==> config.mk <==
export PLATFORM = sky130hd
export DESIGN_NAME = hub75_capture
export DESIGN_NICKNAME = d
export VERILOG_FILES = /design/src/rtl/hub75_capture.sv
export SDC_FILE = /design/constraint.sdc
export NUM_CORES = 2
export LEC_CHECK = 0
export CAP_MARGIN = 20
export CORE_MARGIN = 2
export CORE_UTILIZATION = 35
export DETAILED_ROUTE_END_ITERATION = 16
export PLACE_DENSITY = 0.59
export SLEW_MARGIN = 20
export SYNTH_ARGS = -nofsm -noshare
export SYNTH_HDL_FRONTEND = slang
export SYNTH_SLANG_ARGS = --single-unit
==> constraint.sdc <==
create_clock -name clk -period 3.4 [get_ports clk]
set_input_delay 0.68 -clock clk [delete_from_list [all_inputs] [get_ports clk]]
set_output_delay 0.68 -clock clk [all_outputs]
set_load 0.005 [all_outputs]
==> src/rtl/hub75_capture.sv <==
// HUB75 panel model / loopback monitor: samples the serial scan stream and
// rebuilds the displayed frame in a pixel store with a registered read port.
module hub75_capture #(
   parameter int COLS        = 32,
   parameter int ROWS        = 32,
   parameter int SYNC_STAGES = 2
) (
   input  logic                      clk,
   input  logic                      reset,
   input  logic                      sclk,
   input  logic                      r0,
   input  logic                      g0,
   input  logic                      b0,
   input  logic                      r1,
   input  logic                      g1,
   input  logic                      b1,
   input  logic [$clog2(ROWS/2)-1:0] a,
   input  logic                      lch,
   input  logic                      blank,
   input  logic [$clog2(ROWS)-1:0]   rd_row,
   input  logic [$clog2(COLS)-1:0]   rd_col,
   output logic [2:0]                rd_rgb,
   output logic                      row_commit,
   output logic [$clog2(ROWS/2)-1:0] commit_row,
   output logic                      frame_done,
   output logic                      err_count,
   output logic                      err_blank,
   input  logic                      err_clr
);

   localparam int AW = $clog2(ROWS/2);
   localparam int RW = $clog2(ROWS);
   localparam int CW = $clog2(COLS);
   localparam int BW = $clog2(COLS+1);
   localparam logic [BW-1:0] COLS_B = BW'(COLS);
   localparam logic [BW-1:0] LAST_B = BW'(COLS-1);

   typedef struct packed {
      logic          blank;
      logic          lch;
      logic [AW-1:0] a;
      logic [2:0]    hi;
      logic [2:0]    lo;
      logic          sclk;
   } pins_t;

   typedef enum logic [1:0] {S_SHIFT, S_FULL, S_COMMIT} state_t;

   pins_t         pins_in, pins_s, pins_d;
   pins_t         sync_q [SYNC_STAGES];
   state_t        state, state_n;
   logic [BW-1:0] bit_cnt;
   logic [AW-1:0] latch_a, last_row;
   logic          first_commit;
   logic          shift_en, lch_rise;
   logic          err_count_set, err_blank_set;
   logic [RW-1:0] upper_row, lower_row;
   logic [2:0]    upper_buf [COLS];
   logic [2:0]    lower_buf [COLS];
   logic [2:0]    store     [ROWS][COLS];

   assign pins_in = {blank, lch, a, r0, g0, b0, r1, g1, b1, sclk};

   // Data and address are taken from the same stage as the edge so they stay aligned.
   always_ff @(posedge clk or negedge reset) begin
      if (!reset) begin
         for (int i = 0; i < SYNC_STAGES; i++) sync_q[i] <= '0;
         pins_d <= '0;
      end else begin
         sync_q[0] <= pins_in;
         for (int i = 1; i < SYNC_STAGES; i++) sync_q[i] <= sync_q[i-1];
         pins_d <= sync_q[SYNC_STAGES-1];
      end
   end

   assign pins_s    = sync_q[SYNC_STAGES-1];
   assign shift_en  = pins_s.sclk & ~pins_d.sclk & ~pins_s.lch;
   assign lch_rise  = pins_s.lch & ~pins_d.lch;
   assign upper_row = RW'(latch_a);
   assign lower_row = upper_row + RW'(ROWS/2);

   assign err_count_set = (shift_en && bit_cnt == COLS_B) || (lch_rise && bit_cnt != COLS_B);
   assign err_blank_set = lch_rise && !pins_s.blank;

   always_ff @(posedge clk or negedge reset) begin
      if (!reset) state <= S_SHIFT;
      else        state <= state_n;
   end

   always_comb begin
      state_n = state;
      case (state)
         S_SHIFT:  if (lch_rise) state_n = S_COMMIT;
                   else if (shift_en && bit_cnt == LAST_B) state_n = S_FULL;
         S_FULL:   if (lch_rise) state_n = S_COMMIT;
         S_COMMIT: state_n = S_SHIFT;
         default:  state_n = S_SHIFT;
      endcase
   end

   always_comb begin
      row_commit = (state == S_COMMIT);
      frame_done = row_commit && !first_commit && (latch_a <= last_row);
   end

   assign commit_row = latch_a;

   // NOTE: all state uses non-blocking assignments so every flop samples pre-edge values.
   always_ff @(posedge clk or negedge reset) begin
      if (!reset) begin
         bit_cnt      <= '0;
         latch_a      <= '0;
         last_row     <= '0;
         first_commit <= 1'b1;
         err_count    <= 1'b0;
         err_blank    <= 1'b0;
         for (int c = 0; c < COLS; c++) begin
            upper_buf[c] <= '0;
            lower_buf[c] <= '0;
         end
      end else begin
         if (shift_en && bit_cnt < COLS_B) begin
            upper_buf[bit_cnt[CW-1:0]] <= pins_s.hi;
            lower_buf[bit_cnt[CW-1:0]] <= pins_s.lo;
            bit_cnt                    <= bit_cnt + 1'b1;
         end
         if (lch_rise) latch_a <= pins_s.a;
         if (state == S_COMMIT) begin
            bit_cnt      <= '0;
            last_row     <= latch_a;
            first_commit <= 1'b0;
         end
         // A same-cycle set wins over the clear.
         err_count <= err_count_set | (err_count & ~err_clr);
         err_blank <= err_blank_set | (err_blank & ~err_clr);
      end
   end

   // NOTE: the pixel store is deliberately reset, so it is built from flops, not RAM.
   always_ff @(posedge clk or negedge reset) begin
      if (!reset) begin
         rd_rgb <= '0;
         for (int r = 0; r < ROWS; r++)
            for (int c = 0; c < COLS; c++) store[r][c] <= '0;
      end else begin
         rd_rgb <= store[rd_row][rd_col];
         if (state == S_COMMIT) begin
            for (int c = 0; c < COLS; c++) begin
               store[upper_row][c] <= upper_buf[c];
               store[lower_row][c] <= lower_buf[c];
            end
         end
      end
   end

endmodule

==> qor.log <==
INFO  logic_synthesis syn_area_per_cell=15.8µm²
INFO  logic_synthesis synth_enable_flop_cells=0
INFO  cts            cts_setup_buffers=0
INFO  global_routing gr_usage_total=0.202
INFO  logic_synthesis synth-main-ff-cell=dfrtp_1
INFO  timing         timing.max_slew.rel_slack=0.294
INFO  placed_design  placed_cells=14942
INFO  timing         tns=0ns
INFO  die            num_io_pins=37
INFO  logic_synthesis synth.top_cell.area_share=0.561
INFO  global_routing globalRouteOverflowTotal=0
INFO  placed_design  estimated_wirelength_of_the_detail_placed_design=273mm
INFO  power          power.leakage=82.5nW
INFO  logic_synthesis postSynthCellCount=9353
INFO  cts            ctsHtreeMaxLevel=5
INFO  worst_hold_path min_delay_startpoint=blank
INFO  die            die_area=0.427mm²
INFO  detailed_routing initialDrtViolationCount=6170
INFO  global_routing maximum_number_of_pins_on_one_net_before_global_route_repair=133
INFO  layout         final_nets=9686
INFO  cts            tritoncts=done
INFO  die            chipWidth=654µm
INFO  logic_synthesis flops_latches_synth=3314
INFO  critical_path  critPathKind=reg -> reg
INFO  cts            path_clk_slew=0.06ns
INFO  die            standard_cell_rows=238
INFO  layout         most_common_cell_after_layout_fill_and_taps_aside=dfrtp_1
INFO  layout         regArea=0.0829mm²
INFO  placed_design  port_buffers=36
INFO  logic_synthesis netlist-cell-type-count=67
INFO  worst_hold_path timing.hold.worst_endpoint=sync_q[25]
INFO  critical_path  r2r_setup_slack=0.14ns
INFO  detailed_routing first_pass_iters=7
INFO  placed_design  gp_routability_congestion=0.826
INFO  die            initial_utilization=0.352
INFO  detailed_routing via_count=86563
INFO  detailed_routing final_antenna_net_count=0
INFO  critical_path  timing.critical_path.arrival=4.05ns
INFO  global_routing grt_antenna_before_repair=23
INFO  global_routing grt_pass1_wl=648mm
INFO  worst_hold_path worstHoldPathCells=1
INFO  power          ir_worst_vdd=356µV
INFO  critical_path  critical_path.endpoint_type=flip-flop
INFO  layout         multi_input_area=0.0609mm²
INFO  cts            cts-buffers-inserted=347
INFO  timing         fmaxAchievable=307MHz
INFO  detailed_routing drcViolationCount=0
INFO  timing         worst-slew-pin-transition=1.06ns
INFO  global_routing first_global_vias=93831
INFO  critical_path  crit_path_start_kind=flip-flop
INFO  timing         setup_violations=0
INFO  placed_design  pre_cts_ws=-0.991ns
INFO  logic_synthesis syn_area=0.148mm²
INFO  layout         fin_util=0.407
INFO  detailed_routing m1WireLength=187mm
INFO  timing         hold_ws=0.205ns
INFO  critical_path  worst-endpoint-required=4.19ns
INFO  detailed_routing met2_wirelength_from_detailed_routing=212mm
INFO  cts            clock_sink_count=3314
INFO  detailed_routing wl_met3=20.1mm
INFO  cts            insertion_delay=0.93ns
INFO  die            die_h=654µm
INFO  power          power_density=504mW/mm²
INFO  outcome        result_of_the_run=complete, no violations
INFO  timing         maxSlewViolCount=0
INFO  layout         top_library_cells_by_usage_in_the_layout_fill_and_taps_aside=dfrtp_1 (3306), mux2_2 (3275), mux4_2 (643)
INFO  layout         finish.cell_count_without_fillers=15578
INFO  die            floorplan.core_area=0.420mm²
INFO  cts            number_of_buffers_on_the_longest_clock_path=4
INFO  layout         areaGrowthSynthToFinish=15.9%
INFO  worst_hold_path min_path_type=in -> reg
INFO  critical_path  rr_startpoint=store[390]
INFO  timing         maximum_clock_skew_at_final_layout=0.0323ns
INFO  critical_path  worstPathMaxFanout=2
INFO  critical_path  worst-r2r-cell-count=9
INFO  layout         drive_above_1_share=0.531
INFO  logic_synthesis synth-async-reset-ratio=1.00
INFO  detailed_routing maxUsedRoutingLayer=met5
INFO  critical_path  rr_endpoint=rd_rgb[0]
INFO  logic_synthesis synth_largest_area_cell=dfrtp_1
INFO  timing         finalWorstSetupSlack=0.139ns
INFO  layout         fillCellCount=37653
INFO  detailed_routing wl=434mm
INFO  timing         finalWorstPathRequiredPeriod=3.26ns
INFO  logic_synthesis ys_warn_count=0
INFO  detailed_routing routed_wirelength_normalized_by_instance_count=27.8µm
INFO  logic_synthesis postSynthNetCount=9387
INFO  cts            clock-root-buffer=clkbuf_16
INFO  logic_synthesis synthTopCellsByArea=dfrtp_1 (56%), mux2_2 (25%), mux4_2 (9.8%)
INFO  flow_run       max_cap_viol_count=0
INFO  timing         setup_repair_after_global_routing_missed_its_margin=no
INFO  timing         finalHoldViolations=0
INFO  timing         fin_crit_sh=0.959
INFO  logic_synthesis yosysSeqAreaShare=0.561
INFO  detailed_routing post_drt_via_cell_ratio=5.56
==> repair_timing <==
action,4_1_cts,5_1_grt
gates resized for setup,7,3
endpoints found under the hold margin,302,0
hold buffers,1,0
setup endpoints to repair,1,3
pin swaps,1,1
==> power by group <==
group          switching, mW  internal (mW)  total (mW)
combinational           3.33           2.59        5.92
clock                   16.1           22.7        38.8
sequential              1.03           40.5        41.5
==> final cells by class <==
class                           instances  share of cell area
Antenna cell                            7            0.000102
Sequential cell                      3314               0.484
Tap cell                             5640              0.0412
Multi-Input combinational cell       5178               0.356
Clock inverter                        106             0.00749
Clock buffer                          522              0.0601
Inverter                               14            0.000351
Timing Repair Buffer                  797              0.0504
==> synth_stat cells, drive strengths merged (11+ instances only) <==
cell type,number
buf,205
o221ai,114
nor2b,16
clkbuf,641
o21ai,67
and2,13
a21oi,105
nor4,15
nand4,20
nand2b,11
o22ai,85
nor3,38
a22oi,84
mux2i,287
inv,13
a22o,26
dfrtp,3313
a221oi,32
nor2,63
mux4,663
nand3,33
mux2,3275
nand2,117
==> per-stage QoR <==
stage	instance area [µm²]	power [mW]
after CTS	171000	87.2
after global routing	171000	89.4
after global placement	160000	48.0
after detailed placement	160000	48.2
final	171000	86.3
after floorplan	148000	45.0
==> sequential cells by signal (all words and copies together), names as in the netlist <==
signal        count
commit_row        4
first_commit      1
rd_rgb            3
last_row          4
upper_buf        96
store          3072
sync_q           13
bit_cnt           6
pins_d            2
err_count         1
lower_buf        96
err_blank         1
pins_s           13
state             2
==> worst max-delay path by stage <==
| stage | end | start | slack, ns |
|---|---|---|---|
| floorplan | rd_rgb[1] | rd_row[0] | 0.25 |
| global placement | rd_rgb[1] | rd_row[0] | -0.91 |
| detailed placement | rd_rgb[1] | rd_row[0] | -0.99 |
| CTS | rd_rgb[1] | store[406] | 0.01 |
| global route | rd_rgb[0] | store[390] | 0.02 |
| finish | rd_rgb[0] | store[390] | 0.14 |
==> routing by layer <==
| metal | track usage | vias up |
|---|---|---|
| li1 | - | 35735 |
| met4 | 0.0650 | 4 |
| met3 | 0.0290 | 692 |
| met1 | 0.271 | 47993 |
| met5 | 0 | - |
| met2 | 0.337 | 2139 |
==> critical path, stage by stage, from the launching register on <==
cell,delay (ns)
dfrtp_1,0.38
mux4_2,0.46
a22o_1,0.25
a221oi_1,0.37
o22ai_1,0.14
nor3_1,0.80
nor3b_1,0.32
buf_4,0.24
nand2_1,0.08
nand4_1,0.09
==> cell families after synthesis <==
group / after synthesis / synth area share
AOI/OAI and AO/OA: 576 / 0.0274
xor gates and xnor gates: 3 / 0.000178
adders and majority gates: 8 / 0.000677
buffers and inverters: 861 / 0.0277
DFF: 3314 / 0.561
muxes: 4225 / 0.371
and+or+nand+nor: 366 / 0.0122
Note: power is estimated with default switching activity, not from simulation.
